`config.mk`:
```
export PLATFORM = sky130hd
export DESIGN_NAME = uart_receiver_flat
export DESIGN_NICKNAME = d
export VERILOG_FILES = /design/src/rtl/uart_pkg.sv /design/src/rtl/uart_receiver_if.sv /design/src/rtl/uart_rx_sync.sv /design/src/rtl/uart_receiver.sv /design/src/flat_wrapper.sv
export SDC_FILE = /design/constraint.sdc
export NUM_CORES = 1
export LEC_CHECK = 0
export BUFFER_PORTS_ARGS = -buffer_cell sky130_fd_sc_hd__clkbuf_2
export CAP_MARGIN = 25
export CORE_MARGIN = 8
export CORE_UTILIZATION = 56
export CTS_BUF_LIST = sky130_fd_sc_hd__clkbuf_2 sky130_fd_sc_hd__clkbuf_4 sky130_fd_sc_hd__clkbuf_8
export CTS_CLUSTER_SIZE = 30
export DETAILED_ROUTE_END_ITERATION = 16
export HOLD_SLACK_MARGIN = 0.02
export PLACE_DENSITY = 0.77
export SETUP_SLACK_MARGIN = 0.02
export SKIP_CTS_REPAIR_TIMING = 1
export SLEW_MARGIN = 20
export SYNTH_ARGS = -nofsm -noshare
export SYNTH_HDL_FRONTEND = slang
export SYNTH_SLANG_ARGS = --single-unit
```
`constraint.sdc`:
```
create_clock -name clock -period 3.3 [get_ports clock]
set_input_delay 0.165 -clock clock [delete_from_list [all_inputs] [get_ports clock]]
set_output_delay 0.165 -clock clock [all_outputs]
set_load 0.01 [all_outputs]
```
`src/rtl/uart_pkg.sv`:
```
// Shared UART definitions: one-hot FSM encodings and framing constants,
// common to the receiver and the transmitter.
package uart_pkg;

    typedef enum logic [4:0] {
        STATE_IDLE      = 5'b00001,
        STATE_START     = 5'b00010,
        STATE_DATA      = 5'b00100,
        STATE_STOP      = 5'b01000,
        STATE_WAIT_IDLE = 5'b10000
    } state_t;

    localparam logic [15:0] DEFAULT_CLOCK_DIV = 16'd217;
    localparam int          UART_DATA_BITS    = 8;

endpackage

```
`src/rtl/uart_receiver_if.sv`:
```
// Receiver-to-consumer bundle. Handshake: rx_data is stable while rx_valid=1; a byte is
// accepted on a rising clock edge where rx_valid & rx_ack; rx_ack without rx_valid is ignored.
interface uart_receiver_if #(
    parameter int DIV_WIDTH = 16
);
    logic [DIV_WIDTH-1:0] clock_div;
    logic                 rx;
    logic [7:0]           rx_data;
    logic                 rx_valid;
    logic                 rx_ack;
    logic                 frame_error;
    logic                 overrun;
    logic                 err_clear;
    logic                 busy;
    logic [4:0]           state_dbg;

    modport slave (
        input  clock_div, rx, rx_ack, err_clear,
        output rx_data, rx_valid, frame_error, overrun, busy, state_dbg
    );

    modport master (
        output clock_div, rx, rx_ack, err_clear,
        input  rx_data, rx_valid, frame_error, overrun, busy, state_dbg
    );
endinterface

```
`src/rtl/uart_rx_sync.sv`:
```
// Multi-flop synchroniser for the asynchronous rx pin. Flops preset to 1 so that
// reset release never looks like a start bit.
module uart_rx_sync #(
    parameter int SYNC_STAGES = 2
) (
    input  logic clock,
    input  logic reset,
    input  logic i_rx,
    output logic o_rx_s
);
    logic [SYNC_STAGES-1:0] r_sync;

    always_ff @(posedge clock) begin
        if (reset) begin
            r_sync <= '1;
        end else begin
            r_sync <= {r_sync[SYNC_STAGES-2:0], i_rx};
        end
    end

    assign o_rx_s = r_sync[SYNC_STAGES-1];
endmodule

```
`src/rtl/uart_receiver.sv`:
```
// 8N1 UART receiver: synchronised rx line, one-hot framing FSM, LSB-first shift register
// and a valid/ack output stage with sticky frame-error and overrun flags.
module uart_receiver #(
    parameter int SYNC_STAGES = 2,
    parameter int DIV_WIDTH   = 16
) (
    input  logic            clock,
    input  logic            reset,
    uart_receiver_if.slave  bus
);
    import uart_pkg::*;

    logic                 w_rx_s;
    state_t               r_state;
    logic [DIV_WIDTH-1:0] r_div;
    logic [DIV_WIDTH-1:0] r_cnt;
    logic [2:0]           r_bit;
    logic [7:0]           r_shift;
    logic [7:0]           r_rx_data;
    logic                 r_rx_valid;
    logic                 r_frame_error;
    logic                 r_overrun;

    uart_rx_sync #(.SYNC_STAGES(SYNC_STAGES)) u_sync (
        .clock  (clock),
        .reset  (reset),
        .i_rx   (bus.rx),
        .o_rx_s (w_rx_s)
    );

    logic w_mid_start, w_bit_end, w_stop_sample, w_stop_good;
    logic w_can_load, w_deliver, w_overrun_set, w_frame_set;

    assign w_mid_start   = (r_cnt == (r_div >> 1));
    assign w_bit_end     = (r_cnt == (r_div - DIV_WIDTH'(1)));
    assign w_stop_sample = (r_state == STATE_STOP) && w_bit_end;
    assign w_stop_good   = w_stop_sample && w_rx_s;
    // An ack on the delivery edge frees the holding register for the new byte.
    assign w_can_load    = !r_rx_valid || bus.rx_ack;
    assign w_deliver     = w_stop_good && w_can_load;
    assign w_overrun_set = w_stop_good && !w_can_load;
    assign w_frame_set   = w_stop_sample && !w_rx_s;

    always_ff @(posedge clock) begin
        if (reset) begin
            r_state       <= STATE_IDLE;
            r_div         <= '0;
            r_cnt         <= '0;
            r_bit         <= '0;
            r_shift       <= '0;
            r_rx_data     <= 8'h00;
            r_rx_valid    <= 1'b0;
            r_frame_error <= 1'b0;
            r_overrun     <= 1'b0;
        end else begin
            r_cnt <= r_cnt + DIV_WIDTH'(1);
            case (r_state)
                STATE_IDLE: begin
                    r_cnt <= '0;
                    if (!w_rx_s) begin
                        r_div   <= bus.clock_div;
                        r_state <= STATE_START;
                    end
                end
                STATE_START: begin
                    if (w_mid_start) begin
                        r_cnt <= '0;
                        r_bit <= '0;
                        r_state <= w_rx_s ? STATE_IDLE : STATE_DATA;
                    end
                end
                STATE_DATA: begin
                    if (w_bit_end) begin
                        r_shift[r_bit] <= w_rx_s;
                        r_cnt          <= '0;
                        r_bit          <= r_bit + 3'd1;
                        if (r_bit == 3'(UART_DATA_BITS - 1)) r_state <= STATE_STOP;
                    end
                end
                STATE_STOP: begin
                    if (w_bit_end) begin
                        r_cnt   <= '0;
                        r_state <= w_rx_s ? STATE_IDLE : STATE_WAIT_IDLE;
                    end
                end
                STATE_WAIT_IDLE: begin
                    if (w_rx_s) r_state <= STATE_IDLE;
                end
                default: r_state <= STATE_IDLE;
            endcase

            if (w_deliver) begin
                r_rx_data  <= r_shift;
                r_rx_valid <= 1'b1;
            end else if (bus.rx_ack && r_rx_valid) begin
                r_rx_valid <= 1'b0;
            end

            // Set events take priority over a simultaneous clear.
            if (w_frame_set)        r_frame_error <= 1'b1;
            else if (bus.err_clear) r_frame_error <= 1'b0;
            if (w_overrun_set)      r_overrun <= 1'b1;
            else if (bus.err_clear) r_overrun <= 1'b0;
        end
    end

    assign bus.rx_data     = r_rx_data;
    assign bus.rx_valid    = r_rx_valid;
    assign bus.frame_error = r_frame_error;
    assign bus.overrun     = r_overrun;
    assign bus.busy        = (r_state != STATE_IDLE);
    assign bus.state_dbg   = r_state;
endmodule

```
`src/flat_wrapper.sv`:
```
// flat-port wrapper written by rule: the top's interface ports become plain ports
module uart_receiver_flat import uart_pkg::*;
#(
    parameter int SYNC_STAGES = 2,
    parameter int DIV_WIDTH   = 16
)
  (clock, reset, bus_clock_div, bus_rx, bus_rx_ack, bus_err_clear, bus_rx_data, bus_rx_valid, bus_frame_error, bus_overrun, bus_busy, bus_state_dbg);
  uart_receiver_if #(.DIV_WIDTH(DIV_WIDTH)) bus_i ();
  input  logic clock;
  input  logic reset;
  input wire logic [$bits(bus_i.clock_div)-1:0] bus_clock_div;
  input wire logic [$bits(bus_i.rx)-1:0] bus_rx;
  input wire logic [$bits(bus_i.rx_ack)-1:0] bus_rx_ack;
  input wire logic [$bits(bus_i.err_clear)-1:0] bus_err_clear;
  output wire logic [$bits(bus_i.rx_data)-1:0] bus_rx_data;
  output wire logic [$bits(bus_i.rx_valid)-1:0] bus_rx_valid;
  output wire logic [$bits(bus_i.frame_error)-1:0] bus_frame_error;
  output wire logic [$bits(bus_i.overrun)-1:0] bus_overrun;
  output wire logic [$bits(bus_i.busy)-1:0] bus_busy;
  output wire logic [$bits(bus_i.state_dbg)-1:0] bus_state_dbg;
  assign bus_i.clock_div = bus_clock_div;
  assign bus_i.rx = bus_rx;
  assign bus_i.rx_ack = bus_rx_ack;
  assign bus_i.err_clear = bus_err_clear;
  assign bus_rx_data = bus_i.rx_data;
  assign bus_rx_valid = bus_i.rx_valid;
  assign bus_frame_error = bus_i.frame_error;
  assign bus_overrun = bus_i.overrun;
  assign bus_busy = bus_i.busy;
  assign bus_state_dbg = bus_i.state_dbg;
  uart_receiver #(.SYNC_STAGES(SYNC_STAGES), .DIV_WIDTH(DIV_WIDTH)) u_core (.clock(clock), .reset(reset), .bus(bus_i));
endmodule
```
# --- Word level (Yosys, flattened, before mapping) ---
# Cells that the tools add are included.
totals:
  register_bits: 61
  out_inout_bits: 17
  elab_cells: 74
op_classes:
  n_addsub: 3
  magnitude_cmp: 2
  n_eq_ne: 15
  mux: 23
  bitwise: 1
  n_reduce_logical: 20
op_table:
  columns: ["op", "n"]
  rows:
  - ["$pmux W16 S3", 1]
  - ["$mux W5", 7]
  - ["$mux W16", 2]
  - ["$pmux W5 S5", 1]
  - ["$add A16 B1 Y16 const B", 1]
  - ["$eq A16 B15 Y1", 1]
  - ["$eq A16 B16 Y1", 1]
  - ["$sub A16 B1 Y16 const B", 1]
  - ["$mux W3", 3]
  - ["$bwmux W8", 1]
  - ["$ne A2 B1 Y1 const B", 4]
  - ["$reduce_bool A2 Y1", 4]
  - ["$logic_and A1 B1 Y1", 7]
  - ["$mux W1", 6]
  - ["$pmux W3 S2", 1]
  - ["$reduce_and A6 Y1", 1]
  - ["$eq A5 B1 Y1 const B", 1]
  - ["$eq A5 B2 Y1 const B", 1]
  - ["$eq A5 B3 Y1 const B", 1]
  - ["$eq A5 B4 Y1 const B", 1]
  - ["$eq A5 B5 Y1 const B", 1]
  - ["$ne A5 B1 Y1 const B", 1]
  - ["$lt A3 B4 Y1 const B", 1]
  - ["$ne A2 B2 Y1 const B", 2]
  - ["other kinds (10)", 13]

# --- Logic depth before layout (Yosys ltp) ---
logic_depth:
  word_depth: 6
  ltp_mapped: 11
  ltp_nobuf: 10

# --- Modules after synthesis ---
# Synthesis repeated with hierarchy kept, for this count alone.
hier_totals:
  cells_unflattened: 386
  hier_area_um2: 3399.5
by_module_without_submodules:
  columns: ["mod", "instances", "cells_each", "area_per_inst_um2", "seq_area_each_um2"]
  rows:
  - ["uart_receiver", 1, 382, 3347.0, 1181.1]
  - ["uart_rx_sync", 1, 4, 52.6, 40.0]

# --- Worst setup path before layout ---
# Ideal clock, no wire load.
synth_timing:
  path_type: "register -> register"
  start: "register u_core.r_div[0]"
  end: "register u_core.r_cnt[0]"
  setup_ns: 0.121
  t_arrival_ns: 2.738
  setup_slack_ns: 0.441
  stages_incl_launch_ff: 12
  n_path_buf: 1
  synth_period_minus_slack_ns: 2.859
  cell_sequence: "dfxtp_1 -> inv_1 -> ha_1 -> nor4b_2 -> nand3_1 -> a211o_1 -> a2111oi_4 -> o21ai_2 -> or3_1 -> a41oi_2 -> buf_6 -> nor2_1"
synth_between:
  elab_chain_cells: 4
synth_rtl:
  columns: ["element", "line_no", "text"]
  rows:
  - ["start, declared", "uart_receiver.sv:15", "logic [DIV_WIDTH-1:0] r_div;"]
  - ["start signal, assigned", "uart_receiver.sv:61", "r_div <= bus.clock_div;"]
  - ["$sub A16 B1 Y16", "uart_receiver.sv:35", "assign w_bit_end = (r_cnt == (r_div - DIV_WIDTH'(1)));"]
  - ["$eq A16 B16 Y1", "uart_receiver.sv:35", null]
  - ["$mux W16", "uart_receiver.sv:73, uart_receiver.sv:81", null]
  - ["$pmux W16 S3", "uart_receiver.sv:57", "case (r_state)"]
  - ["end signal, assigned", "uart_receiver.sv:56", "r_cnt <= r_cnt + DIV_WIDTH'(1);"]
  - ["end, declared", "uart_receiver.sv:16", "logic [DIV_WIDTH-1:0] r_cnt;"]
# No other way between the ends.
# A chain may end at the register's enable or synchronous reset.

# --- Final worst setup path ---
layout_timing:
  start: "register u_core.r_div[0]"
  end: "register u_core.r_cnt[6]"
# The elaborated chain is that of the path after synthesis.

==> metrics.yaml <==
run_status:
  status: "finished, final reports clean"
floorplan:
  die-area_um2: 8880
  die_w_um: 94.3
  die_h_um: 94.3
  coreArea_um2: 5920
  rows: 28
  start_util_pct: 57.9
  ios: 38
global_route:
  grt_pass1_wl_mm: 13.2
  antenna_found_initial: 0
  grt_usage_pct: 18.6
  grt_max_degree: 39
  grt_pass1_vias: 2756
  grt_remaining_overflow: 0
yosys:
  yosysTopAreaCell: "dfxtp_1"
  syn_nets: 417
  ys_ff_latch: 61
  ys_seq_area_share_pct: 35.6
  synth_top_cell_area_share_pct: 35.6
  synthCells: 392
  synth_area_um2: 3430
  synth-edff-count: 0
  avgSynthCellArea_um2: 8.75
  synth_warnings: 0
  synthTopCellsByArea: "dfxtp_1, mux2i_1, nor2_1, xor2_1, xnor2_1"
  synthFlopType: "dfxtp_1"
  yosysUniqueCellTypes: 58
  async_flop_share_pct: 0
sta:
  fin_tns_setup_ns: 0
  finalCritPeriodShare_pct: 91.8
  finalMaxSlewViolations: 0
  finalHoldViolations: 0
  setup_viol: 0
  fin_skew_ns: 0.0114
  fin_crit_ns: 3.03
  max_freq_ghz: 0.330
  relSlewSlack_pct: 66.2
  rsz0062_at_grt: "no"
  worst_pin_slew_ns: 0.507
routing:
  vias: 2872
  wl_met2_mm: 3.55
  avgRoutedWirePerCell_um: 15.8
  wirelength_mm: 7.93
  dr.pass1.iters: 4
  route.detailed.drc: 0
  viasPerCell: 5.72
  wl_met3_um: 511
  ant_nets: 0
  wl_met1_mm: 3.72
  drtIter0Drc: 161
  top_layer_used: "met4"
clock_network:
  cts_sinks: 61
  cts_root_buf: "clkbuf_8"
  clk-insertion-delay-late_ns: 0.34
  cts_buffers: 9
  clk_pin_slew_ns: 0.07
  tritoncts: "yes"
  clk_path_buf_depth: 2
  htreeDepth: 3
place:
  port_buffers: 37
  dp_hpwl_mm: 5.78
  gp_congestion: 0.914
finish:
  antenna-diode-count: 0
  fin_nets: 448
  syn_to_final_growth_pct: 13.2
  drive_gt1_share_pct: 19.7
  fillers: 506
power:
  worst_ir_drop_vdd_mv: 0.276
  power.total_mw: 1.70
  leakage_nw: 1.55
  power_density_nw_per_um2: 438
setup_path:
  cp-end-kind: "flip-flop"
  cp.arrival_ns: 3.26
  slowest_delay_ns: 0.39
  critical_path_required_ns: 3.53
  critPathKind: "flip-flop to flip-flop"
  critPathMaxFanout: 16
  path_cells: "inv_1, ha_1, nor4b_4, nand3_1, a211o_1, a2111oi_4, o21ai_2, or3_1, a41oi_2, buf_4, nor2_1"
  slowest_stage: "or3_1"
  start_kind: "flip-flop"
job:
  drv_cap: 0
hold_path:
  min_path_type: "primary input to flip-flop"
## layout by cell type, fill, tap and decap left out, types with 3 or more instances in the layout
cell,count
nor2_1,64
dfxtp_1,61
clkbuf_2,37
mux2i_1,33
xor2_1,25
nand2_1,25
xnor2_1,21
nand3_1,14
inv_1,10
a21oi_1,10
clkbuf_8,10
nand4_1,9
or3_1,7
nor3_1,7
buf_4,7
and3_1,6
a31oi_1,5
or2_2,4
a211oi_1,4
nand2b_1,4
ha_1,4
nor2b_1,3
a311oi_1,3
## worst max-delay path, delay by kind of cell, from the launching register on
kind,cells,cell delay [ns]
AO/OA/AOI/OAI,4,1.04
adder cells (fa/ha/maj),1,0.28
buffers and inverters,2,0.33
flip-flops,1,0.36
AND/OR/NAND/NOR,4,0.91
## registers in the layout (all words and copies together), names as in the netlist
signal,flops
u_core.r_cnt,16
u_core.r_div,16
u_core.bus.rx_data,8
u_core.r_shift,8
u_core.bus.state_dbg,5
u_core.r_bit,3
u_core.u_sync.r_sync,2
u_core.bus.frame_error,1
u_core.bus.overrun,1
u_core.bus.rx_valid,1
## per-layer routing
layer / track usage [%] / vias to the layer above
met5: 0 / -
met4: 9.25 / 0
met3: 4.48 / 10
met2: 28.1 / 85
met1: 24.2 / 1353
li1: - / 1424
## cells in the mapped netlist (all sizes together) (2+ instances only)
master / number
nor2: 66
dfxtp: 61
mux2i: 33
nand2: 25
xor2: 25
xnor2: 21
clkbuf: 14
nand3: 14
buf: 11
nor3: 11
a21oi: 10
inv: 10
nand4: 10
or3: 8
and3: 6
a31oi: 5
nor4: 5
nor4b: 5
or2: 5
a211oi: 4
ha: 4
nand2b: 4
a311oi: 3
a41oi: 3
nor2b: 3
o21ai: 3
and2: 2
nand3b: 2
nand4b: 2
nor3b: 2
o2111ai: 2
## through the flow
step	cell area (um2)	std cells	util (%)	setup WS (ns)	hold slack [ns]
finish	3880	502	65.6	0.272	0.0624
global route	3880	502	65.6	0.0545	0.0731
CTS	3860	501	65.2	0.110	0.00329
detailed placement	3640	486	61.5	0.145	0.361
global placement	3640	486	61.5	0.236	0.347
floorplan	3430	392	-	0.441	0.269
## layout make-up
cell class                      instances  area, um2  area share, %
Multi-Input combinational cell        296       2060           53.2
Clock inverter                          4       72.6           1.87
Timing Repair Buffer                   45        248           6.38
Clock buffer                           11        145           3.74
Tap cell                               75       93.8           2.42
Inverter                               10       37.5          0.967
Sequential cell                        61       1220           31.5
## where the power goes
part	internal, mW	switching [mW]	total [mW]
logic	0.0889	0.110	0.199
clock network	0.449	0.287	0.735
registers	0.746	0.0199	0.766
total	1.28	0.416	1.70
## cell families after synthesis
logic type / synth area share, %
multiplexers: 9.63
adder cells (fa/ha/maj): 1.46
buffers and inverters: 4.71
flip-flops: 35.6
AO/OA/AOI/OAI: 9.09
XOR/XNOR: 11.7
AND/OR/NAND/NOR: 27.8
## final timing paths
path / slack (ns) / startpoint / endpoint / depth (start not counted)
worst max-delay path: 0.27 / u_core.r_div[0] / u_core.r_cnt[6] / 11
worst max register to register: 0.27 / u_core.r_div[0] / u_core.r_cnt[6] / 11
worst min register to register: 0.42 / u_core.u_sync.r_sync[0] / u_core.u_sync.r_sync[1] / 1
worst min-delay path: 0.06 / bus_clock_div[11] / u_core.r_div[11] / 3
No activity file was read; power rests on OpenSTA's default activity.
